==> src/rtl/mux_rr_n_if.sv <==
// Handshake bundle for mux_rr_n: NCH source channels in, one registered word out.
// slave is the selector's view, master is the sources/consumer view.
interface mux_rr_n_if #(
    parameter  int NBITS = 4,
    parameter  int NCH   = 16,
    localparam int SELW  = $clog2(NCH)
);
    logic [NCH*NBITS-1:0] data_in;
    logic [NCH-1:0]       in_valid;
    logic [NCH-1:0]       in_ready;
    logic                 mode;
    logic [SELW-1:0]      selection;
    logic [NBITS-1:0]     out_data;
    logic [SELW-1:0]      out_ch;
    logic                 out_valid;
    logic                 out_ready;

    modport slave (
        input  data_in, in_valid, mode, selection, out_ready,
        output in_ready, out_data, out_ch, out_valid
    );

    modport master (
        output data_in, in_valid, mode, selection, out_ready,
        input  in_ready, out_data, out_ch, out_valid
    );
endinterface

==> src/rtl/mux_rr_n.sv <==
// N-channel registered selector, manual or round-robin pick, one-entry output register.
// Optional MUX_N_GRANT_CNT_EN adds a saturating grant counter output (grant_cnt).
module mux_rr_n #(
    parameter  int NBITS = 4,
    parameter  int NCH   = 16,
    localparam int SELW  = $clog2(NCH)
) (
    input  logic        clk,
    input  logic        rst,
`ifdef MUX_N_GRANT_CNT_EN
    output logic [15:0] grant_cnt,
`endif
    mux_rr_n_if.slave   bus
);
    typedef enum logic {EMPTY = 1'b0, FULL = 1'b1} state_t;

    state_t                    state_q, state_d;
    logic [NBITS-1:0]          out_data_q, out_data_d;
    logic [SELW-1:0]           out_ch_q, out_ch_d;
    logic [SELW-1:0]           rr_ptr_q, rr_ptr_d;
    logic [SELW-1:0]           cand;
    logic                      cand_found;
    logic                      can_load;
    logic                      grant;
    logic [NCH-1:0]            in_ready;
    logic [NCH-1:0][NBITS-1:0] words;

    assign words = bus.data_in;

    // Round-robin scan starts at rr_ptr and wraps; first valid channel wins.
    always_comb begin : cand_sel
        logic [SELW-1:0] idx;
        idx        = '0;
        cand       = '0;
        cand_found = 1'b0;
        if (!bus.mode) begin
            if (int'(bus.selection) < NCH) begin
                cand       = bus.selection;
                cand_found = 1'b1;
            end
        end else begin
            for (int i = 0; i < NCH; i++) begin
                idx = SELW'((int'(rr_ptr_q) + i) % NCH);
                if (!cand_found && bus.in_valid[idx]) begin
                    cand       = idx;
                    cand_found = 1'b1;
                end
            end
        end
    end

    // Draining and refilling in the same cycle keeps full throughput.
    assign can_load = (state_q == EMPTY) || bus.out_ready;
    assign grant    = !rst && can_load && cand_found && bus.in_valid[cand];

    always_comb begin
        in_ready = '0;
        if (grant) in_ready[cand] = 1'b1;
    end

    always_comb begin
        state_d    = state_q;
        out_data_d = out_data_q;
        out_ch_d   = out_ch_q;
        rr_ptr_d   = rr_ptr_q;
        if (grant) begin
            state_d    = FULL;
            out_data_d = words[cand];
            out_ch_d   = cand;
            if (bus.mode)
                rr_ptr_d = (cand == SELW'(NCH - 1)) ? '0 : cand + SELW'(1);
        end else if (state_q == FULL && bus.out_ready) begin
            state_d = EMPTY;
        end
    end

    always_ff @(posedge clk) begin
        if (rst) begin
            state_q    <= EMPTY;
            out_data_q <= '0;
            out_ch_q   <= '0;
            rr_ptr_q   <= '0;
        end else begin
            state_q    <= state_d;
            out_data_q <= out_data_d;
            out_ch_q   <= out_ch_d;
            rr_ptr_q   <= rr_ptr_d;
        end
    end

    assign bus.in_ready  = in_ready;
    assign bus.out_valid = (state_q == FULL);
    assign bus.out_data  = out_data_q;
    assign bus.out_ch    = out_ch_q;

`ifdef MUX_N_GRANT_CNT_EN
    logic [15:0] cnt_q, cnt_d;

    assign cnt_d = (grant && cnt_q != 16'hFFFF) ? cnt_q + 16'd1 : cnt_q;

    always_ff @(posedge clk) begin
        if (rst) cnt_q <= '0;
        else     cnt_q <= cnt_d;
    end

    assign grant_cnt = cnt_q;
`endif
endmodule
==> src/flat_wrapper.sv <==
// flat-port wrapper written by rule: the top's interface ports become plain ports
module mux_rr_n_flat 
#(
    parameter  int NBITS = 4,
    parameter  int NCH   = 16,
    localparam int SELW  = $clog2(NCH)
)
  (clk, rst, bus_data_in, bus_in_valid, bus_mode, bus_selection, bus_out_ready, bus_in_ready, bus_out_data, bus_out_ch, bus_out_valid);
  mux_rr_n_if #(.NBITS(NBITS), .NCH(NCH)) bus_i ();
  input  logic clk;
  input  logic rst;
  input wire logic [$bits(bus_i.data_in)-1:0] bus_data_in;
  input wire logic [$bits(bus_i.in_valid)-1:0] bus_in_valid;
  input wire logic [$bits(bus_i.mode)-1:0] bus_mode;
  input wire logic [$bits(bus_i.selection)-1:0] bus_selection;
  input wire logic [$bits(bus_i.out_ready)-1:0] bus_out_ready;
  output wire logic [$bits(bus_i.in_ready)-1:0] bus_in_ready;
  output wire logic [$bits(bus_i.out_data)-1:0] bus_out_data;
  output wire logic [$bits(bus_i.out_ch)-1:0] bus_out_ch;
  output wire logic [$bits(bus_i.out_valid)-1:0] bus_out_valid;
  assign bus_i.data_in = bus_data_in;
  assign bus_i.in_valid = bus_in_valid;
  assign bus_i.mode = bus_mode;
  assign bus_i.selection = bus_selection;
  assign bus_i.out_ready = bus_out_ready;
  assign bus_in_ready = bus_i.in_ready;
  assign bus_out_data = bus_i.out_data;
  assign bus_out_ch = bus_i.out_ch;
  assign bus_out_valid = bus_i.out_valid;
  mux_rr_n #(.NBITS(NBITS), .NCH(NCH)) u_core (.clk(clk), .rst(rst), .bus(bus_i));
endmodule
==> config.mk <==
export PLATFORM = sky130hd
export DESIGN_NAME = mux_rr_n_flat
export DESIGN_NICKNAME = d
export VERILOG_FILES = /design/src/rtl/mux_rr_n_if.sv /design/src/rtl/mux_rr_n.sv /design/src/flat_wrapper.sv
export SDC_FILE = /design/constraint.sdc
export NUM_CORES = 1
export LEC_CHECK = 0
export CORE_MARGIN = 2
export CORE_UTILIZATION = 35
export CTS_CLUSTER_DIAMETER = 100
export DETAILED_ROUTE_END_ITERATION = 6
export PLACE_DENSITY_LB_ADDON = 0.15
export SLEW_MARGIN = 30
export SYNTH_ARGS = -nofsm -noshare
export SYNTH_HDL_FRONTEND = slang
export SYNTH_SLANG_ARGS = --single-unit
==> constraint.sdc <==
create_clock -name clk -period 9.1 [get_ports clk]
set_input_delay 2.73 -clock clk [delete_from_list [all_inputs] [get_ports clk]]
set_output_delay 2.73 -clock clk [all_outputs]
set_load 0.005 [all_outputs]
* Word level (Yosys, flattened, before mapping)
Index checks and enable logic that the tools add are counted.
** Word-level totals
- Output and inout port bits :: 25
- Register bits after elaboration :: 13
- Input bits :: 88
** Operators by class
- $add $sub $neg :: 16
- Reductions and logical operators :: 39
- Multiplexer cells :: 91
- Equality and inequality tests :: 1
- Magnitude comparators :: 18
- Bitwise logic cells :: 1
** Operators with widths (count)
- $lt A4 B5 Y1 const B :: 17
- $mux W4 :: 19
- $bmux W1 S4 :: 17
- $mux W1 :: 52
- $add A4 B4 Y4 const B :: 8
- $logic_and A1 B1 Y1 :: 20
- $add A4 B3 Y4 const B :: 4
- $bmux W4 S4 :: 1
- $logic_not A1 Y1 :: 16
- $mux W16 :: 1
- $add A4 B1 Y4 const B :: 2
- $add A4 B2 Y4 const B :: 2
- $demux W1 S4 :: 1
- $eq A4 B4 Y1 const B :: 1
- $ge A4 B1 Y1 const B :: 1
- $reduce_and A2 Y1 :: 1
- $reduce_bool A2 Y1 :: 1
- $logic_or A1 B1 Y1 :: 1
- $not A1 Y1 :: 1

* Logic depth before layout (Yosys ltp)
- Word-level depth :: 69
- Gate-level depth with buffers :: 27

* Worst setup path before layout
Ideal clock, no wire load.
- Kind :: input port to output port
- Start point :: input port bus_in_valid[9]
- End point :: output port bus_in_ready[13]
- Path buffers :: 4
- Cell stages on the path :: 16
- Arrival time :: 6.591 ns
- Path slack :: -0.221 ns
- Data required time :: 6.370 ns
- Cells stage by stage :: mux4_2 mux4_2 or3_4 or4_1 buf_2 or3b_1 o21ai_0 o311a_1 buf_6 mux4_2 nand3_1 nand4_2 nand2b_1 buf_2 buf_6 nor3_2
** Between the ends
- Word-level cells in the longest chain between the ends :: 69
** RTL lines
- start, declared :: line flat_wrapper.sv:13 : input wire logic [$bits(bus_i.in_valid)-1:0] bus_in_valid;
- $bmux W1 S4 :: line mux_rr_n.sv:44 : if (!cand_found && bus.in_valid[idx]) begin
- $mux W1 (implied by the code) :: line mux_rr_n.sv:44
- $mux W1 :: line mux_rr_n.sv:44
- $mux W1 :: line mux_rr_n.sv:36 : if (!bus.mode) begin
- $logic_not A1 Y1 :: line mux_rr_n.sv:44
- $logic_and A1 B1 Y1 :: line mux_rr_n.sv:44
- $mux W1 :: line mux_rr_n.sv:44
- $mux W1 :: line mux_rr_n.sv:36
- (+53 left out)
- $logic_and A1 B1 Y1 :: line mux_rr_n.sv:44
- $mux W4 :: line mux_rr_n.sv:44
- $mux W4 :: line mux_rr_n.sv:36
- $lt A4 B5 Y1 (implied by the code) / $ge A4 B1 Y1 (equally long branches) :: line mux_rr_n.sv:58 : if (grant) in_ready[cand] = 1'b1;
- $logic_and A1 B1 Y1 (implied by the code) :: line mux_rr_n.sv:58
- $mux W1 (implied by the code) :: line mux_rr_n.sv:58
- $demux W1 S4
- $mux W16 * :: line mux_rr_n.sv:58
- end, declared :: line flat_wrapper.sv:17 : output wire logic [$bits(bus_i.in_ready)-1:0] bus_in_ready;
Mark *: on every way between the ends. The rest lies on a longest branch, timed or not. The select of a mux whose other input is x is not followed.

* Worst setup path in the final report
- Start point :: input port bus_in_valid[6]
- End point :: output port bus_in_ready[14]
Same word-level chain as after synthesis.

==> impl_metrics.yaml <==
run_status:
  outcome: "finished with violations"
  violations: "negative setup slack"
synthesis:
  synth_nets: 566
  synthArstFlopShare: 0
  synth_edf_count: 0
  synthAdderAreaFrac: 0.02810
  synthSimpleGateAreaFrac: 0.1951
  synth_xor_area_frac: 0.02841
  synth_area_sq_um: 4008
  ys_types: 70
  synth_top_family_by_area: "multiplexers"
  synth_seq_area_share: 0.06494
  netlist_instances: 469
  syn_avg_cell_area_sq_um: 8.545
  synth.area.mux_share: 0.4127
  synth_compound_area_frac: 0.2117
  yosys_warnings: 0
  ys_ff_latch: 13
  synth_flop_cell: "dfxtp_1"
timing:
  fin_crit_ps: 9526
  tns_ps: -6429
  max_freq_mhz: 105.0
  drv_slew: 0
  hold_viol: 0
  rsz0062_at_grt: "yes"
  setup_viol: 16
  finalCritPeriodShare: 1.047
  maxSlewHeadroom: 0.4163
  skew_ps: 4.196
  setup_slack_ps: -426.1
  tightest_slew_ps: 874.4
finish:
  layout.cells.non_filler: 813
  antenna_cells: 0
  multiInputGateArea_sq_um: 3811
  fillers: 1033
  syn_to_final_growth_pct: 60.29
  fin_nets: 768
  seqCellArea_sq_um: 260.3
  drive_gt1_frac: 0.4075
die:
  die_w_microns: 111.0
  die_h_microns: 111.0
  row_count: 39
  die_area_sq_um: 12320
  ioPinCount: 113
  coreArea_sq_um: 11270
  initial_core_util: 0.3555
clocking:
  ctsLongestPathBuffers: 2
  cts.sinks: 13
  clk_latency_ps: 240
  cts_tree: "yes"
  postCtsHoldBufs: 0
  h-tree-depth: 1
  clock-root-buffer: "clkbuf_16"
  cts_buffers: 3
  clk_pin_slew_ps: 40
routing:
  post_drt_wl_per_cell_microns: 20.36
  routed-via-count: 4841
  drt_wl_total_microns: 16550
  first_pass_iters: 5
  antenna_left: 0
  first_iter_violations: 366
  remaining_drc_errors: 0
  avgViaCountPerCell: 5.954
placement:
  port_buffers: 112
  dp_cells: 799
  hpwl_microns: 13120
  place.gp.congestion: 0.9671
pwr:
  ir_drop_v: 0.00007126
  power_density_nw_per_um2: 144.3
  p_leak_uw: 0.002656
global_route:
  grt_pass1_wl_microns: 26250
  grt_max_degree: 34
  overflow: 0
  gr-usage-all-layers: 0.2626
  antenna_found_initial: 0
  grt_pass1_vias: 4899
critical_path:
  worstPathRequired_ps: 6370
  crit_path_start: "bus_in_valid[6]"
  critPathCaptureType: "output pin"
  crit_type: "in -> out"
  worst-r2r-cell-count: 19
  start_kind: "primary input"
  cp_max_fo: 8
  arrival_ps: 6800
  r2r-start: "u_core.rr_ptr_q[0]$_SDFFE_PP0P_"
min_path:
  min-delay-start: "u_core.bus.out_ch[1]$_SDFFE_PP0P_"
  hold_class: "reg -> reg"
  holdPathStages: 1
run:
  max_cap_violations: 0
-- layout make-up --
cell class / instances / area share
multi-input cells: 406 / 0.5933
repair buffers: 234 / 0.3185
flip-flops and latches: 13 / 0.04051
well taps: 143 / 0.02785
clock buffers: 4 / 0.01227
inverters: 13 / 0.007596
-- timing repair --
action	4_1_cts	5_1_grt
gates cloned	2	0
buffers inserted	5	3
gates resized for setup	181	26
pin swaps	11	21
endpoints found under the setup margin	16	16
-- stage by stage --
step / hold slack [ps] / area (sq um) / worst slack (ps) / power [uW] / utilization
after floorplan: 473.7 / 4086 / -23.40 / 491.6 / -
after global placement: 470.8 / 6036 / -1356 / 772.5 / 0.5355
after detailed placement: 465.7 / 6043 / -1373 / 777.5 / 0.5361
after CTS: 478.7 / 6269 / -442.4 / 895.9 / 0.5561
after global routing: 496.0 / 6424 / -518.6 / 987.0 / 0.5699
final: 477.1 / 6424 / -426.1 / 926.6 / 0.5699
-- worst max-delay path: stages --
cell and delay [ps]:
buf_8 110, mux4_2 510, mux2_4 300, mux2_4 270, or3_4 390, or4_4 560
or3b_4 400, buf_6 120, o211ai_1 140, a211oi_4 90, a211oi_4 320, nand3_2 160
nand4_4 140, nand2b_4 110, buf_16 170, nor3_2 130, buf_2 130
-- routing by layer --
layer	vias to the layer above	routed length, microns	GRT usage
li1	2265	-	-
met1	2324	6502	0.3259
met2	215	8452	0.4724
met3	37	1004	0.03280
met4	0	595	0.08333
met5	-	0	0
-- cells by family after synthesis --
group,Yosys count
compound gates,120
mux,119
buf+inv,50
xor+xnor,13
flops,13
simple gates,145
fa+ha+maj,9
-- placed cells by master (no fill, tap or decap), types with 4 or more instances in the layout --
| cell | instances |
|---|---|
| nor2_1 | 21 |
| xnor2_1 | 7 |
| o21ai_0 | 13 |
| mux4_2 | 34 |
| or2_2 | 4 |
| dfxtp_1 | 13 |
| mux2_4 | 6 |
| buf_6 | 13 |
| buf_4 | 119 |
| nand2_1 | 29 |
| ha_1 | 9 |
| a211oi_1 | 5 |
| nor3_4 | 8 |
| clkdlybuf4s50_1 | 80 |
| o22ai_1 | 14 |
| nor3_2 | 9 |
| nor2b_1 | 5 |
| nand3_1 | 11 |
| xor2_1 | 5 |
| mux2i_1 | 54 |
| and2_1 | 7 |
| a21oi_1 | 18 |
| nor3_1 | 14 |
| buf_2 | 16 |
| inv_1 | 12 |
| o211ai_1 | 10 |
| mux2_2 | 24 |
| and3_1 | 4 |
| nand3_2 | 4 |
| o21ai_1 | 9 |
-- power breakdown --
part,total [uW],switching [uW],leakage (uW),internal (uW)
sequential,76.8,8.87,0.000106,68.0
combinational,767,378,0.00251,389
clock,83.0,24.0,0.0000382,59.1
-- final timing paths --
path | to | slack, ps
max | bus_in_ready[14] | -430
min | u_core.bus.out_ch[1]$_SDFFE_PP0P_ | 480
max reg2reg | u_core.rr_ptr_q[3]$_SDFFE_PP0P_ | 3360
min reg2reg | u_core.bus.out_ch[1]$_SDFFE_PP0P_ | 480
-- synth_stat cells, types with 4 or more instances --
cell       n  area share
o22ai_1   14       0.022
nor3_2     6       0.015
mux4_2    34        0.19
nand2_1   32       0.030
nor4_1     4      0.0062
clkbuf_1  15       0.014
a21oi_1   18       0.022
or4_1      4      0.0075
mux2i_1   55        0.14
and3_1     4      0.0062
or2_2      4      0.0062
a211oi_1   7       0.013
mux2_2    30       0.084
inv_1     12       0.011
o211ai_1  10       0.019
ha_1       9       0.028
nand3_1   16       0.020
o21ai_1    6      0.0075
a211o_1    4      0.0087
and2_1     7       0.011
nor2b_1    5      0.0078
xnor2_1    8       0.017
nor2_1    21       0.020
buf_1      4      0.0037
dfxtp_1   13       0.065
nor3_1    25       0.031
buf_2     12       0.015
xor2_1     5       0.011
o21ai_0   17       0.021
-- flip-flops by register name (all words and copies together), names as in the netlist --
name                  cells
u_core.bus.out_data       4
u_core.bus.out_valid      1
u_core.rr_ptr_q           4
u_core.bus.out_ch         4
No activity file was read; power rests on OpenSTA's default activity.
==> RTL change 1: new RTL, config.mk and constraints unchanged <==
`NCH` is set to 16 in 3 places; all go to 8.
--- a/src/rtl/mux_rr_n_if.sv
+++ b/src/rtl/mux_rr_n_if.sv
@@ -2,7 +2,7 @@
 // slave is the selector's view, master is the sources/consumer view.
 interface mux_rr_n_if #(
     parameter  int NBITS = 4,
-    parameter  int NCH   = 16,
+    parameter  int NCH   = 8,
     localparam int SELW  = $clog2(NCH)
 );
     logic [NCH*NBITS-1:0] data_in;
--- a/src/rtl/mux_rr_n.sv
+++ b/src/rtl/mux_rr_n.sv
@@ -2,7 +2,7 @@
 // Optional MUX_N_GRANT_CNT_EN adds a saturating grant counter output (grant_cnt).
 module mux_rr_n #(
     parameter  int NBITS = 4,
-    parameter  int NCH   = 16,
+    parameter  int NCH   = 8,
     localparam int SELW  = $clog2(NCH)
 ) (
     input  logic        clk,
--- a/src/flat_wrapper.sv
+++ b/src/flat_wrapper.sv
@@ -2,7 +2,7 @@
 module mux_rr_n_flat 
 #(
     parameter  int NBITS = 4,
-    parameter  int NCH   = 16,
+    parameter  int NCH   = 8,
     localparam int SELW  = $clog2(NCH)
 )
   (clk, rst, bus_data_in, bus_in_valid, bus_mode, bus_selection, bus_out_ready, bus_in_ready, bus_out_data, bus_out_ch, bus_out_valid);
Ports: changed (5 resized); port bits go from 113 to 63. No check against the original RTL was run, so the function may have changed too.
==> RTL change 1 against the original RTL <==
Synthesized area shrank 43%. Non-clock buffer count fell by 144. Global-route usage decreased by 7.7 points. Wire length shrank 60%. Critical path depth decreased by 7. Sequential share of layout area increased by 3.0 points. Power fell by 27%. Synthesized cell count down 45%. Register-to-register slack improved by 660 ps. Sequential cell count is 2 lower. Worst setup slack better by 810 ps. Design area fell by 51%.
==> RTL change 1: results <==
[yosys]
syn_inst = 257
synth_area_leaders = mux2i_1 23%, mux4_2 12%, dfxtp_1 9.6%, mux2_2 4.4%, a21oi_1 3.9%
seq_area_frac_synth_pct = 9.58
syn_nets = 307
ys_types = 65
ys_top_cells_by_count = 53 x mux2i_1, 18 x a21oi_1, 16 x nand2_1

[clock_tree]
clk_pin_slew_worst_paths_ps = 50

[power_and_ir_drop]
p_leak_nw = 1.23
peakVddDrop_mv = 0.120

[worst_hold_path]
hold_class = flop to flop

[placement]
portBuffers = 62
pre_cts_ws_ps = 15.4
dp.cells = 398
gp_congestion = 0.872
placed_cell_area_um2 = 3060
place_hpwl_mm = 5.32

[status]
run_status = finished clean

[route]
dr.pass1.iters = 4
wl_per_cell_um = 16.6
drt_iter0_markers = 145
wl_mm = 6.67
vias = 2301

[global_routing]
grt_usage_pct = 18.5
grt_pass1_vias = 2289
grt_pass1_wl_mm = 10.9
grt_max_degree = 21

[cells_and_area]
drive_gt1_share_pct = 22.7
multi_input_area_um2 = 1890
nNetsFinal = 377
n_fill_cell = 641

[worst_setup_path]
cp_slowest_cell = clkdlybuf4s50_1
path_delay_family = multiplexers
reg2reg_from = u_core.rr_ptr_q[1]$_SDFFE_PP0P_
cp_data_arrival_time_ps = 5990
crit_fanout = 11

[sta]
tightest_slew_ps = 790
==> RTL change 1: logic make-up (layout without fill, tap and decap cells) <==
kind of cell / count (synthesis) / count (layout) / share of synthesized area, %
AOI/OAI and AO/OA: 65 / 65 / 21.1
DFF: 11 / 11 / 9.58
buffers and inverters: 35 / 104 / 8.54
muxes: 79 / 79 / 43.6
adders and majority gates: 3 / 3 / 1.63
xor gates and xnor gates: 4 / 4 / 1.52
and+or+nand+nor: 60 / 60 / 14.0
==> RTL change 1: routing by layer <==
layer	GRT usage [%]	vias to the layer above	routed length [um]
li1	-	1126	-
met1	22.5	1059	2750
met2	32.6	103	3270
met3	3.40	13	491
met4	6.64	0	163
met5	0	-	0
==> RTL change 1: report_power, final <==
group	switching, mW	internal (mW)	total, mW
clock	0.0199	0.0309	0.0508
combinational	0.276	0.271	0.547
sequential	0.0130	0.0612	0.0742
total	0.309	0.363	0.672
==> RTL change 1: worst min-delay path: stages, from the launching register on <==
cell and delay, ps:
dfxtp_1 310, nand2b_1 70, mux2i_1 60
==> RTL change 1: layout make-up <==
class | count | area share [%]
Sequential cell | 11 | 7.02
Multi-Input combinational cell | 211 | 60.1
Tap cell | 77 | 3.07
Timing Repair Buffer | 90 | 27.1
Clock buffer | 4 | 1.44
Inverter | 10 | 1.20
==> RTL change 1: what timing repair did <==
action                                  4_1_cts  5_1_grt
gates cloned                                  0        0
endpoints found under the setup margin        2        8
buffers inserted                              1        0
pin swaps                                     1        1
resized for setup                             0       12
==> RTL change 1: final timing paths <==
check / to / slack, ps / cells past startpoint
worst max-delay path: bus_in_ready[5] / 380 / 10
worst min-delay path: u_core.bus.out_data[2]$_SDFFE_PP0P_ / 480 / 2
worst min register to register: u_core.bus.out_data[2]$_SDFFE_PP0P_ / 480 / 2
worst max register to register: u_core.bus.out_data[1]$_SDFFE_PP0P_ / 4020 / 13
==> RTL change 2: new RTL, config.mk and constraints unchanged <==
Without the edit above. Take the reset off `out_data_q` and load it in a clocked block of its own.
--- a/src/rtl/mux_rr_n.sv
+++ b/src/rtl/mux_rr_n.sv
@@ -77,15 +77,17 @@
     always_ff @(posedge clk) begin
         if (rst) begin
             state_q    <= EMPTY;
-            out_data_q <= '0;
             out_ch_q   <= '0;
             rr_ptr_q   <= '0;
         end else begin
             state_q    <= state_d;
-            out_data_q <= out_data_d;
             out_ch_q   <= out_ch_d;
             rr_ptr_q   <= rr_ptr_d;
         end
+    end
+
+    always_ff @(posedge clk) begin
+        out_data_q <= out_data_d;
     end
 
     assign bus.in_ready  = in_ready;
Function: not settled (the Yosys comparison gave no result); the edit may change what the design does.
==> RTL change 2 against the original RTL <==
Wire length increased by 5.9%. Count of clock-buffer cells in the layout unchanged. Sequential share of layout area increased by 0.36 points. The run still ends with setup timing left. Critical path type unchanged. Worst hold slack got worse by 1.0 ps. Non-clock buffer count increased by 55. Design area increased by 5.9%. Synthesized area decreased by 3.2%. Sequential cell count unchanged. Die area decreased by 3.1%. Power increased by 20%. Worst setup slack got worse by 57 ps.
==> RTL change 2: results <==
[worst_setup_path]
path_delay_family = compound AO/OA/AOI/OAI gates
crit_fanout = 7
critPathMaxStageDelay_ps = 460
cp_data_arrival_time_ps = 6850
cp_slowest_cell = mux4_2

[global_routing]
grt_usage_pct = 28.3
grt_use_met2_pct = 45.7
grt_pass1_vias = 5089
use_met1_pct = 39.2
grt_pass1_wl_mm = 26.5
grt_max_degree = 33
use_met3_pct = 4.00

[yosys]
syn_inst = 495
syn_nets = 595
synth_xor_area_share_pct = 2.71
ys_top_cells_by_count = 75 x nand2_1, 37 x mux2i_1, 29 x and3_1
synth_edf_count = 4
ys_types = 79
synthAdderAreaFrac_pct = 3.87
synth_compound_area_share_pct = 22.4
synth_area_leaders = mux4_2 15%, mux2i_1 9.5%, nand2_1 7.3%, and3_1 4.7%, dfxtp_1 4.6%
ys.flop_type = dfxtp_1
seq_area_frac_synth_pct = 7.74
ys.warnings.count = 0
synth_mux_area_share_pct = 31.2

[sta]
final.setup.tns_ps = -7360
timing.slew.headroom_pct = 41.3
setup_viol = 16
layout_setup_ws_ps = -483
skew_ps = 3.55

[route]
vias = 5233
wl_mm = 17.5
drt_iter0_markers = 355
dr_wl_met2_mm = 8.37
maxUsedRoutingLayer = met4
wl_met3_mm = 1.31
m1WireLength_mm = 7.45
dr.pass1.iters = 5

[status]
run_status = finished, violations left
violations = setup timing

[cells_and_area]
final_cells = 895
n_fill_cell = 921
nNetsFinal = 856
drive_gt1_share_pct = 41.1

[placement]
place_hpwl_mm = 12.6
dp.cells = 842
gp_congestion = 0.948

[clock_tree]
clk_pin_slew_worst_paths_ps = 60
cts-root-buf = clkbuf_8
cts.htree.levels = 1

[power_and_ir_drop]
p_int_mw = 0.603
peakVddDrop_mv = 0.0678
p_leak_nw = 2.90
-- RTL change 2: changes by cell type in the layout (fill, tap and decap cells not counted), moves of 10 or more --
cell / change
a31oi_1: +12
buf_4: +38
buf_6: +24
and3_4: +10
nand3_1: +12
nand2_1: +44
mux2_2: -15
mux2i_1: -24
o22ai_1: -13
and3_1: +16
-- RTL change 2: cell type report --
cell class / count / area, um^2 / area share [%]
repair inverters: 1 / 5.00 / 0.0736
repair buffers: 289 / 2560 / 37.6
well taps: 140 / 175 / 2.57
multi-input cells: 434 / 3660 / 53.8
inverters: 14 / 60.1 / 0.883
flip-flops and latches: 13 / 300 / 4.41
clock buffers: 4 / 45.0 / 0.662
-- RTL change 2: worst register-to-register path, delay by kind of cell (launching register included) --
| family | cells | cell delay, ps |
|---|---|---|
| buf+inv | 25 | 3100 |
| mux | 3 | 1440 |
| simple gates | 4 | 1190 |
| compound gates | 5 | 730 |
| fa+ha+maj | 1 | 640 |
| flops | 1 | 330 |
-- RTL change 2: what timing repair did --
| item | in CTS | in global routing |
|---|---|---|
| endpoints found under the setup margin | 16 | 20 |
| cloned | 1 | 2 |
| pin swaps | 21 | 28 |
| resized for setup | 198 | 59 |
| setup buffers | 47 | 10 |
-- RTL change 2: power by group through the flow --
stage                     clock (mW)  sequential [mW]  combinational [mW]
after floorplan                    0           0.0823               0.441
after global placement             0           0.0805               0.774
after detailed placement           0           0.0811               0.781
after CTS                     0.0529           0.0800               0.898
after global routing          0.0569           0.0813                1.04
final                         0.0531           0.0799               0.978
-- RTL change 2: through the flow --
step                cell area, um^2  utilization (%)  total power, mW  worst slack (ps)
floorplan                      3910                -            0.523              -140
global placement               5990             55.3            0.854             -1130
detailed placement             5990             55.3            0.863             -1240
CTS                            6570             60.6             1.03              -355
global route                   6800             62.8             1.17              -567
finish                         6800             62.8             1.11              -483
-- RTL change 2: cell families after synthesis --
logic type / Yosys count
muxes: 86
xor gates and xnor gates: 12
buffers and inverters: 48
and+or+nand+nor: 198
DFF: 13
adders and majority gates: 12
AOI/OAI and AO/OA: 126
-- RTL change 2: path summary, 6_finish.rpt --
check                                         start                                end  slack, ps  depth (start not counted)
setup / recovery                    bus_in_valid[0]                   bus_in_ready[13]       -480                         21
hold / removal    u_core.bus.out_ch[2]$_SDFFE_PP0P_  u_core.bus.out_ch[2]$_SDFFE_PP0P_        480                          2
setup reg to reg    u_core.rr_ptr_q[1]$_SDFFE_PP0P_    u_core.rr_ptr_q[0]$_SDFFE_PP0P_       1540                         38
hold reg to reg   u_core.bus.out_ch[2]$_SDFFE_PP0P_  u_core.bus.out_ch[2]$_SDFFE_PP0P_        480                          2
